### config.mk
export PLATFORM = sky130hd
export DESIGN_NAME = drp_to_wb_flat
export DESIGN_NICKNAME = d
export VERILOG_FILES = /design/src/rtl/drp_pkg.sv /design/src/rtl/drp_to_wb_if.sv /design/src/rtl/drp_to_wb.sv /design/src/flat_wrapper.sv
export SDC_FILE = /design/constraint.sdc
export NUM_CORES = 1
export LEC_CHECK = 0
export ABC_AREA = 1
export CAP_MARGIN = 20
export CORE_MARGIN = 4
export CORE_UTILIZATION = 42
export CTS_BUF_LIST = sky130_fd_sc_hd__clkbuf_8
export CTS_CLUSTER_DIAMETER = 120
export CTS_CLUSTER_SIZE = 30
export DETAILED_ROUTE_END_ITERATION = 10
export HOLD_SLACK_MARGIN = 0.02
export PLACE_DENSITY_LB_ADDON = 0.25
export SYNTH_ARGS = -nofsm -noshare
export SYNTH_HDL_FRONTEND = slang
export SYNTH_SLANG_ARGS = --single-unit
### constraint.sdc
create_clock -name wb_clk_i -period 3.3 [get_ports wb_clk_i]
set_clock_uncertainty 0.1 [all_clocks]
set_input_delay 0.825 -clock wb_clk_i [delete_from_list [all_inputs] [get_ports wb_clk_i]]
set_output_delay 0.825 -clock wb_clk_i [all_outputs]
set_load 0.005 [all_outputs]
### src/rtl/drp_pkg.sv
// drp_pkg: shared types and constants for the DRP-to-Wishbone bridge.
package drp_pkg;
    typedef enum logic [1:0] {IDLE, BUS, RESP} state_e;
    localparam int DRP_ADDR_W = 10;
    localparam int DRP_DATA_W = 16;
    localparam logic [DRP_DATA_W-1:0] DRP_ERR_DATA     = 16'hFFFF;
    localparam logic [DRP_DATA_W-1:0] DRP_TIMEOUT_DATA = 16'hDEAD;
endpackage

### src/rtl/drp_to_wb_if.sv
// drp_to_wb_if: DRP port plus Wishbone master bus of the bridge; slave = bridge view, master = environment view.
interface drp_to_wb_if #(parameter int ADDR_WIDTH = 13);
    import drp_pkg::*;
    logic                  drpen, drpwe, drprdy;
    logic [DRP_ADDR_W-1:0] drpaddr;
    logic [DRP_DATA_W-1:0] drpdi, drpdo;
    logic                  wb_cyc_o, wb_stb_o, wb_we_o;
    logic                  wb_ack_i, wb_err_i, wb_rty_i;
    logic [ADDR_WIDTH-1:0] wb_adr_o;
    logic [31:0]           wb_dat_o, wb_dat_i;
    logic [3:0]            wb_sel_o;
    modport slave (
        input  drpen, drpwe, drpaddr, drpdi, wb_dat_i, wb_ack_i, wb_err_i, wb_rty_i,
        output drprdy, drpdo, wb_cyc_o, wb_stb_o, wb_we_o, wb_adr_o, wb_dat_o, wb_sel_o
    );
    modport master (
        output drpen, drpwe, drpaddr, drpdi, wb_dat_i, wb_ack_i, wb_err_i, wb_rty_i,
        input  drprdy, drpdo, wb_cyc_o, wb_stb_o, wb_we_o, wb_adr_o, wb_dat_o, wb_sel_o
    );
endinterface

### src/rtl/drp_to_wb.sv
// drp_to_wb: DRP responder turning single DRP accesses into Wishbone classic master cycles.
// Define DRP_TO_WB_TIMEOUT_EN to abort a WB cycle after TIMEOUT_CYCLES without termination.
module drp_to_wb
    import drp_pkg::*;
#(
    parameter int ADDR_WIDTH     = 13,
    parameter int BASE_ADDR      = 0,
    parameter int TIMEOUT_CYCLES = 255
) (
    input  logic       wb_clk_i,
    input  logic       wb_rst_ni,
    drp_to_wb_if.slave bus,
    input  logic       status_clr_i,
    output logic       overrun_o,
    output logic       bus_err_o
);
    localparam logic [ADDR_WIDTH-1:0] BASE_HI = ADDR_WIDTH'(BASE_ADDR) << 12;

    state_e                state_q;
    logic                  we_q, cyc_q, drprdy_q, overrun_q, bus_err_q, overrun_d, bus_err_d;
    logic [ADDR_WIDTH-1:0] adr_q;
    logic [31:0]           dat_q;
    logic [DRP_DATA_W-1:0] drpdo_q;
    logic                  accept, fault, timeout, done, unused_dat;

    // drprdy_q still high means the master broke the one-cycle gap rule
    assign accept    = bus.drpen && state_q == IDLE && !drprdy_q;
    assign fault     = bus.wb_err_i || bus.wb_rty_i;
    assign done      = state_q == BUS && (fault || bus.wb_ack_i || timeout);
    assign overrun_d = (bus.drpen && !accept) || (overrun_q && !status_clr_i);
    assign bus_err_d = (done && (fault || !bus.wb_ack_i)) || (bus_err_q && !status_clr_i);
    assign unused_dat = ^bus.wb_dat_i[31:16];

`ifdef DRP_TO_WB_TIMEOUT_EN
    localparam int CW = $clog2(TIMEOUT_CYCLES + 1) < 8 ? 8 : $clog2(TIMEOUT_CYCLES + 1);
    logic [CW-1:0] cnt_q;
    assign timeout = cnt_q == CW'(TIMEOUT_CYCLES - 1);
`else
    logic unused_timeout;
    assign timeout        = 1'b0;
    assign unused_timeout = |TIMEOUT_CYCLES;
`endif

    always_ff @(posedge wb_clk_i or negedge wb_rst_ni) begin
        if (!wb_rst_ni) begin
            state_q   <= IDLE;
            we_q      <= 1'b0;
            cyc_q     <= 1'b0;
            drprdy_q  <= 1'b0;
            overrun_q <= 1'b0;
            bus_err_q <= 1'b0;
            adr_q     <= '0;
            dat_q     <= '0;
            drpdo_q   <= '0;
`ifdef DRP_TO_WB_TIMEOUT_EN
            cnt_q     <= '0;
`endif
        end else begin
            overrun_q <= overrun_d;
            bus_err_q <= bus_err_d;
            drprdy_q  <= 1'b0;
            case (state_q)
                IDLE: if (accept) begin
                    we_q    <= bus.drpwe;
                    adr_q   <= BASE_HI | ADDR_WIDTH'({bus.drpaddr, 2'b00});
                    dat_q   <= {16'h0, bus.drpdi};
                    cyc_q   <= 1'b1;
                    state_q <= BUS;
`ifdef DRP_TO_WB_TIMEOUT_EN
                    cnt_q   <= '0;
`endif
                end
                BUS: begin
`ifdef DRP_TO_WB_TIMEOUT_EN
                    cnt_q <= cnt_q + 1'b1;
`endif
                    if (done) begin
                        cyc_q   <= 1'b0;
                        state_q <= RESP;
                        drpdo_q <= fault ? DRP_ERR_DATA :
                                   bus.wb_ack_i ? (we_q ? '0 : bus.wb_dat_i[15:0]) : DRP_TIMEOUT_DATA;
                    end
                end
                RESP: begin
                    drprdy_q <= 1'b1;
                    state_q  <= IDLE;
                end
                default: state_q <= IDLE;
            endcase
        end
    end

    assign bus.drprdy   = drprdy_q;
    assign bus.drpdo    = drpdo_q;
    assign bus.wb_cyc_o = cyc_q;
    assign bus.wb_stb_o = cyc_q;
    assign bus.wb_we_o  = we_q;
    assign bus.wb_adr_o = adr_q;
    assign bus.wb_dat_o = dat_q;
    assign bus.wb_sel_o = 4'b0011;
    assign overrun_o    = overrun_q;
    assign bus_err_o    = bus_err_q;
endmodule

### src/flat_wrapper.sv
// flat-port wrapper written by rule: the top's interface ports become plain ports
module drp_to_wb_flat import drp_pkg::*;
#(
    parameter int ADDR_WIDTH     = 13,
    parameter int BASE_ADDR      = 0,
    parameter int TIMEOUT_CYCLES = 255
)
  (wb_clk_i, wb_rst_ni, status_clr_i, overrun_o, bus_err_o, bus_drpen, bus_drpwe, bus_drpaddr, bus_drpdi, bus_wb_dat_i, bus_wb_ack_i, bus_wb_err_i, bus_wb_rty_i, bus_drprdy, bus_drpdo, bus_wb_cyc_o, bus_wb_stb_o, bus_wb_we_o, bus_wb_adr_o, bus_wb_dat_o, bus_wb_sel_o);
  drp_to_wb_if #(.ADDR_WIDTH(ADDR_WIDTH)) bus_i ();
  input  logic wb_clk_i;
  input  logic wb_rst_ni;
  input  logic status_clr_i;
  output logic overrun_o;
  output logic bus_err_o;
  input wire logic [$bits(bus_i.drpen)-1:0] bus_drpen;
  input wire logic [$bits(bus_i.drpwe)-1:0] bus_drpwe;
  input wire logic [$bits(bus_i.drpaddr)-1:0] bus_drpaddr;
  input wire logic [$bits(bus_i.drpdi)-1:0] bus_drpdi;
  input wire logic [$bits(bus_i.wb_dat_i)-1:0] bus_wb_dat_i;
  input wire logic [$bits(bus_i.wb_ack_i)-1:0] bus_wb_ack_i;
  input wire logic [$bits(bus_i.wb_err_i)-1:0] bus_wb_err_i;
  input wire logic [$bits(bus_i.wb_rty_i)-1:0] bus_wb_rty_i;
  output wire logic [$bits(bus_i.drprdy)-1:0] bus_drprdy;
  output wire logic [$bits(bus_i.drpdo)-1:0] bus_drpdo;
  output wire logic [$bits(bus_i.wb_cyc_o)-1:0] bus_wb_cyc_o;
  output wire logic [$bits(bus_i.wb_stb_o)-1:0] bus_wb_stb_o;
  output wire logic [$bits(bus_i.wb_we_o)-1:0] bus_wb_we_o;
  output wire logic [$bits(bus_i.wb_adr_o)-1:0] bus_wb_adr_o;
  output wire logic [$bits(bus_i.wb_dat_o)-1:0] bus_wb_dat_o;
  output wire logic [$bits(bus_i.wb_sel_o)-1:0] bus_wb_sel_o;
  assign bus_i.drpen = bus_drpen;
  assign bus_i.drpwe = bus_drpwe;
  assign bus_i.drpaddr = bus_drpaddr;
  assign bus_i.drpdi = bus_drpdi;
  assign bus_i.wb_dat_i = bus_wb_dat_i;
  assign bus_i.wb_ack_i = bus_wb_ack_i;
  assign bus_i.wb_err_i = bus_wb_err_i;
  assign bus_i.wb_rty_i = bus_wb_rty_i;
  assign bus_drprdy = bus_i.drprdy;
  assign bus_drpdo = bus_i.drpdo;
  assign bus_wb_cyc_o = bus_i.wb_cyc_o;
  assign bus_wb_stb_o = bus_i.wb_stb_o;
  assign bus_wb_we_o = bus_i.wb_we_o;
  assign bus_wb_adr_o = bus_i.wb_adr_o;
  assign bus_wb_dat_o = bus_i.wb_dat_o;
  assign bus_wb_sel_o = bus_i.wb_sel_o;
  drp_to_wb #(.ADDR_WIDTH(ADDR_WIDTH), .BASE_ADDR(BASE_ADDR), .TIMEOUT_CYCLES(TIMEOUT_CYCLES)) u_core (.wb_clk_i(wb_clk_i), .wb_rst_ni(wb_rst_ni), .bus(bus_i), .status_clr_i(status_clr_i), .overrun_o(overrun_o), .bus_err_o(bus_err_o));
endmodule
==> results of run 1 <==
logic make-up after synthesis:
| family | Yosys count |
|---|---|
| simple gates | 117 |
| buf+inv | 70 |
| flops | 49 |
| compound gates | 31 |
| other cells | 2 |
sequential cells by signal (all words and copies together), names as in the netlist:
register             cells
u_core.bus.wb_dat_o     16
u_core.bus.drpdo        16
u_core.bus.wb_adr_o     10
u_core.bus.wb_we_o       1
u_core.overrun_o         1
u_core.bus_err_o         1
u_core.bus.drprdy        1
u_core.state_q           2
u_core.bus.wb_cyc_o      1
stage by stage:
step                      cells  cell area, um^2  power (uW)  setup WS, ps
after floorplan             290             2360        1660          1690
after global placement      424             3180        2330           874
after detailed placement    424             3180        2370           829
after CTS                   432             3290        2800          1150
after global routing        432             3290        3010           993
final                       432             3290        2750          1180
layout make-up:
type	count	share of cell area (%)
Timing Repair Buffer	100	30.4
Clock buffer	5	2.09
Clock inverter	3	1.29
Sequential cell	49	37.2
Inverter	34	3.87
Tap cell	70	2.66
Multi-Input combinational cell	171	22.5
metal layers:
metal  share of wire (%)  routed length (um)
met3                 9.1                 463
met2                  46                2370
met5                   0                   0
met1                  43                2210
met4                 1.0                  53
power breakdown:
group / total (uW) / leakage, uW / switching, uW / internal [uW]
Clock: 417 / 0.0000595 / 193 / 224
Sequential: 1050 / 0.000593 / 152 / 899
Combinational: 1280 / 0.000984 / 555 / 723
Total: 2750 / 0.00164 / 900 / 1850
how the worst max path moves through the flow:
| stage | from | endpoint | slack [ps] | depth (start not counted) |
|---|---|---|---|---|
| 2_1_floorplan | bus_wb_ack_i | u_core.bus.drpdo[1] | 1690 | 7 |
| 3_3_place_gp | bus_drpen | u_core.bus.wb_dat_o[2] | 870 | 5 |
| 3_5_place_dp | bus_drpen | u_core.bus.wb_dat_o[5] | 830 | 5 |
| 4_1_cts | bus_drpen | u_core.bus.wb_dat_o[5] | 1150 | 5 |
| 5_1_grt | bus_drpen | u_core.bus.wb_dat_o[1] | 990 | 5 |
| 6_report | bus_drpen | u_core.bus.wb_dat_o[5] | 1180 | 5 |
layout by cell type, fill, tap and decap left out, drive strengths merged:
cell type      count
clkdlybuf4s50     96
conb              23
inv               35
buf                4
clkbuf             5
nand2             97
a21oi              1
bufinv             1
o22ai              1
nor2               3
o21ai             29
dfrtp             49
nand3             17
clkinv             1
worst max-delay path: stages:
cell	delay [ps]
clkdlybuf4s50_1	500
nand3_2	400
buf_12	330
nand2_1	60
o21ai_0	80
==> impl_metrics.json, run 1 <==
{
  "synth_top_family_by_area": "simple AND/OR/NAND/NOR gates",
  "synth_common_cells": "nand2_1 (95), dfrtp_1 (49), inv_1 (33), buf_4 (26), o21ai_0 (19)",
  "wl_mm": 5.09,
  "leakage_uw": 0.00164,
  "gp_congestion": 0.712,
  "synth_top_cell_by_area": "dfrtp_1",
  "drv_cap": 0,
  "setup_tns_ps": 0,
  "io_pins": 137,
  "dr_total_vias": 1853,
  "cts-buffers-inserted": 5,
  "r2r-end": "u_core.bus.wb_dat_o[5]",
  "ir_worst_vdd_v": 0.000403,
  "cts_tree": "built",
  "grt-busiest-layer": "met2",
  "drive_gt1_share_pct": 4.70,
  "crit_path_start_kind": "input port",
  "syn_area_per_cell_um2": 8.49,
  "ys_warn_count": 0,
  "worst-setup-path-type": "in -> reg",
  "fin_nets": 427,
  "clkSinkCount": 49,
  "crit_fanout": 33,
  "die_w_um": 81.8,
  "clk_latency_ps": 290,
  "yosysMostFrequentCell": "nand2_1",
  "num_rows": 26,
  "drtAntennaViolNets": 0,
  "drt_first_pass_iters": 4,
  "grt_max_degree": 37,
  "synth_edf_count": 0,
  "io_buffers": 97,
  "finalHoldViolCount": 0,
  "cts_root_buf": "clkbuf_8",
  "cp_data_arrival_time_ps": 2190,
  "cts_max_path_buffers": 2,
  "p_per_area_nw_per_um2": 834,
  "syn2layout_area_growth_pct": 44.2,
  "initial_core_util_pct": 43.9,
  "end_kind": "flop",
  "max_freq_ghz": 0.471,
  "track_usage_pct": 15.8,
  "syn-instance-count": 269,
  "htreeDepth": 2,
  "route.detailed.drc": 0,
  "cts.reportedPaths.clkPinSlew_ps": 90,
  "rr_startpoint": "u_core.state_q[0]",
  "synthAdderAreaFrac_pct": 0,
  "hold_class": "in -> async",
  "holdWs_ps": 311,
  "grt_pass1_vias": 1868,
  "ys_top_cells_by_area": "dfrtp_1 (54%), nand2_1 (16%), buf_4 (8.5%)",
  "hold_buffers": 0,
  "vias_per_cell": 4.29,
  "synthMuxAreaShare_pct": 0,
  "multi_input_area_um2": 741,
  "rr_worst_depth": 5,
  "period_minus_slack_ps": 2120,
  "finalSetupViolCount": 0,
  "final_util_pct": 63.3,
  "drv_slew": 0,
  "r2r_setup_slack_ps": 1690,
  "ys.flop_type": "dfrtp_1",
  "rsz0062_at_grt": "false",
  "yosysUniqueCellTypes": 17,
  "status": "completed",
  "synthesis.area_um2": 2280,
  "yosysSeqAreaShare_pct": 53.7,
  "synth_xor_area_share_pct": 0,
  "cts.repair.resized": 0,
  "core_area_um2": 5200,
  "cp.required_ps": 3370,
  "drt_iter0_drc": 106,
  "synth_compound_area_share_pct": 7.34,
  "diodes": 0,
  "ys_ff_latch": 49,
  "ff_latch_area_um2": 1230,
  "antenna_found_initial": 0,
  "overflow": 0,
  "grt_pass1_wl_mm": 8.22,
  "wl_per_cell_um": 11.8,
  "fillCellCount": 478,
  "synthSimpleGateAreaFrac_pct": 21.1,
  "synth_top_area_share_pct": 53.7,
  "cts_setup_buffers": 0,
  "groute.layer.met3.usage_pct": 5.37,
  "grtUsageMet2_pct": 27.9,
  "die_h_um": 81.8,
  "async_flop_share_pct": 100,
  "dieArea_um2": 6680,
  "post-route-period-util_pct": 64.3,
  "dp_hpwl_mm": 3.72,
  "grt_use_met1_pct": 18.2
}
Note: power is estimated with default switching activity, not from simulation.
==> run 2: changes to the inputs <==
- CORE_UTILIZATION: 42 -> 35
- clock period: 3.3 -> 1.8 ns (I/O delays scaled with it)
==> run 2 against run 1 <==
Against the previous run: worst setup slack got worse by 1100 ps; non-clock buffer count rose by 8; clock power rose by 45%; critical path type is now reg -> out; via count rose by 2.9%; core utilization fell by 10 points; largest power group unchanged; total power rose by 85%; critical path depth fell by 4; highest routed layer unchanged; sequential cell count did not move.
==> impl_metrics.json, run 2 (synthesized netlist as in run 1, its figures left out) <==
{
  "cts_max_path_buffers": 2,
  "groute.layer.met3.usage_pct": 5.59,
  "route.detailed.drc": 0,
  "leakage_uw": 0.00168,
  "initial_core_util_pct": 36.0,
  "r2r_setup_slack_ps": 560,
  "crit_fanout": 2,
  "diodes": 0,
  "track_usage_pct": 14.1,
  "max_freq_ghz": 0.574,
  "status": "completed",
  "num_rows": 29,
  "path_buf_inv": 1,
  "whs_path_depth": 1,
  "hold_class": "reg -> reg",
  "cts_root_buf": "clkbuf_8",
  "die_h_um": 88.8,
  "grt_max_degree": 47,
  "cp.required_ps": 1250,
  "holdWs_ps": 363,
  "drtAntennaViolNets": 0,
  "crit_chain": "clkdlybuf4s50_1",
  "layout_commonest_cell": "clkdlybuf4s50_1",
  "overflow": 0,
  "rsz0062_at_grt": "false",
  "min_from": "u_core.state_q[0]",
  "crit_path_start_kind": "flop",
  "drt_first_pass_iters": 4,
  "cts_setup_buffers": 0,
  "path_delay_family": "buffers and inverters",
  "core_area_um2": 6350,
  "dp_cells": 438,
  "rr_startpoint": "u_core.state_q[1]",
  "htreeDepth": 2,
  "r2r-end": "u_core.bus.wb_cyc_o",
  "fillCellCount": 604,
  "grt_pass1_vias": 1873,
  "grt_pass1_wl_mm": 8.72,
  "dr_total_vias": 1906,
  "mostFrequentLayoutCells": "clkdlybuf4s50_1 (96), nand2_1 (95), dfrtp_1 (49)",
  "io_pins": 137,
  "drv_slew": 0,
  "cp_data_arrival_time_ps": 1190,
  "die_w_um": 88.8,
  "clk_latency_ps": 290,
  "clkSinkCount": 49,
  "grt-busiest-layer": "met2",
  "setup_tns_ps": 0,
  "wl_per_cell_um": 11.8,
  "syn2layout_area_growth_pct": 48.2,
  "cts_tree": "built",
  "cpMaxStageDelayCell": "clkdlybuf4s50_1",
  "wl_mm": 5.29,
  "drv_cap": 0,
  "post-route-period-util_pct": 96.7,
  "antenna_found_initial": 0,
  "hold_end": "u_core.bus.drprdy",
  "fin_cells": 447,
  "drt_iter0_drc": 38,
  "ir_worst_vdd_v": 0.000689,
  "worst-setup-path-type": "reg -> out",
  "slowest_delay_ps": 520,
  "grt_use_met1_pct": 18.2,
  "dieArea_um2": 7880,
  "vias_per_cell": 4.26,
  "cts-buffers-inserted": 5,
  "fin_nets": 435,
  "grtUsageMet2_pct": 22.4,
  "drive_gt1_share_pct": 6.49,
  "period_minus_slack_ps": 1740,
  "p_per_area_nw_per_um2": 1500,
  "gp_congestion": 0.724,
  "finalSetupViolCount": 0,
  "cts.reportedPaths.clkPinSlew_ps": 90,
  "io_buffers": 97,
  "dp_hpwl_mm": 4.03,
  "finalHoldViolCount": 0,
  "end_kind": "output port",
  "rr_worst_depth": 7
}
==> run 2: cell types whose count changed in the layout (fill, tap and decap cells not counted), sizes merged <==
| cell | delta |
|---|---|
| buf | +7 |
| dlygate4sd3 | +1 |
| clkinv | +1 |
| bufinv | -1 |
==> run 2: how the worst max path moves through the flow <==
stage | startpoint | end | slack [ps] | cells after the start
finish | u_core.bus.drpdo[0] | bus_drpdo[0] | 60 | 1
global route | u_core.bus.drpdo[5] | bus_drpdo[5] | 3 | 1
CTS | u_core.bus.wb_we_o | bus_wb_we_o | 40 | 1
detailed placement | bus_wb_rty_i | u_core.bus.drpdo[5] | 3 | 6
global placement | bus_wb_rty_i | u_core.bus.drpdo[7] | 20 | 6
floorplan | bus_wb_ack_i | u_core.bus.drpdo[1] | 560 | 7
==> run 2: final cells by class <==
type | count | area (um^2) | share of cell area (%)
clock buffers | 5 | 68.8 | 2.03
clock inverters | 3 | 13.8 | 0.406
well taps | 77 | 96.3 | 2.84
multi-input cells | 171 | 741 | 21.9
inverters | 34 | 128 | 3.77
flip-flops and latches | 49 | 1230 | 36.2
repair buffers | 108 | 1110 | 32.9
==> run 2: report_power, final <==
part | internal (uW) | leakage, uW | switching (uW)
combinational | 1470 | 0.00104 | 1060
sequential | 1650 | 0.000593 | 297
clock | 264 | 0.0000491 | 340
==> run 2: repair_timing <==
item / CTS / global route
hold endpoints to repair: 13 / 0
hold buffers: 1 / 0
resized for setup: 0 / 0
==> run 2: per-layer routing <==
layer,part of all wire (%),vias up,wire length [um]
li1,-,965,-
met1,43,852,2270
met2,44,85,2320
met3,13,4,666
met4,0.57,0,30
met5,0,-,0
==> run 2: per-stage QoR <==
stage / power [uW] / area (um^2) / utilization, % / worst slack [ps]
floorplan: 3040 / 2360 / - / 565
global placement: 4470 / 3290 / 51.9 / 22.5
detailed placement: 4540 / 3290 / 51.9 / 2.87
CTS: 5180 / 3390 / 53.3 / 36.5
global route: 5580 / 3390 / 53.3 / 3.02
finish: 5080 / 3390 / 53.3 / 58.9
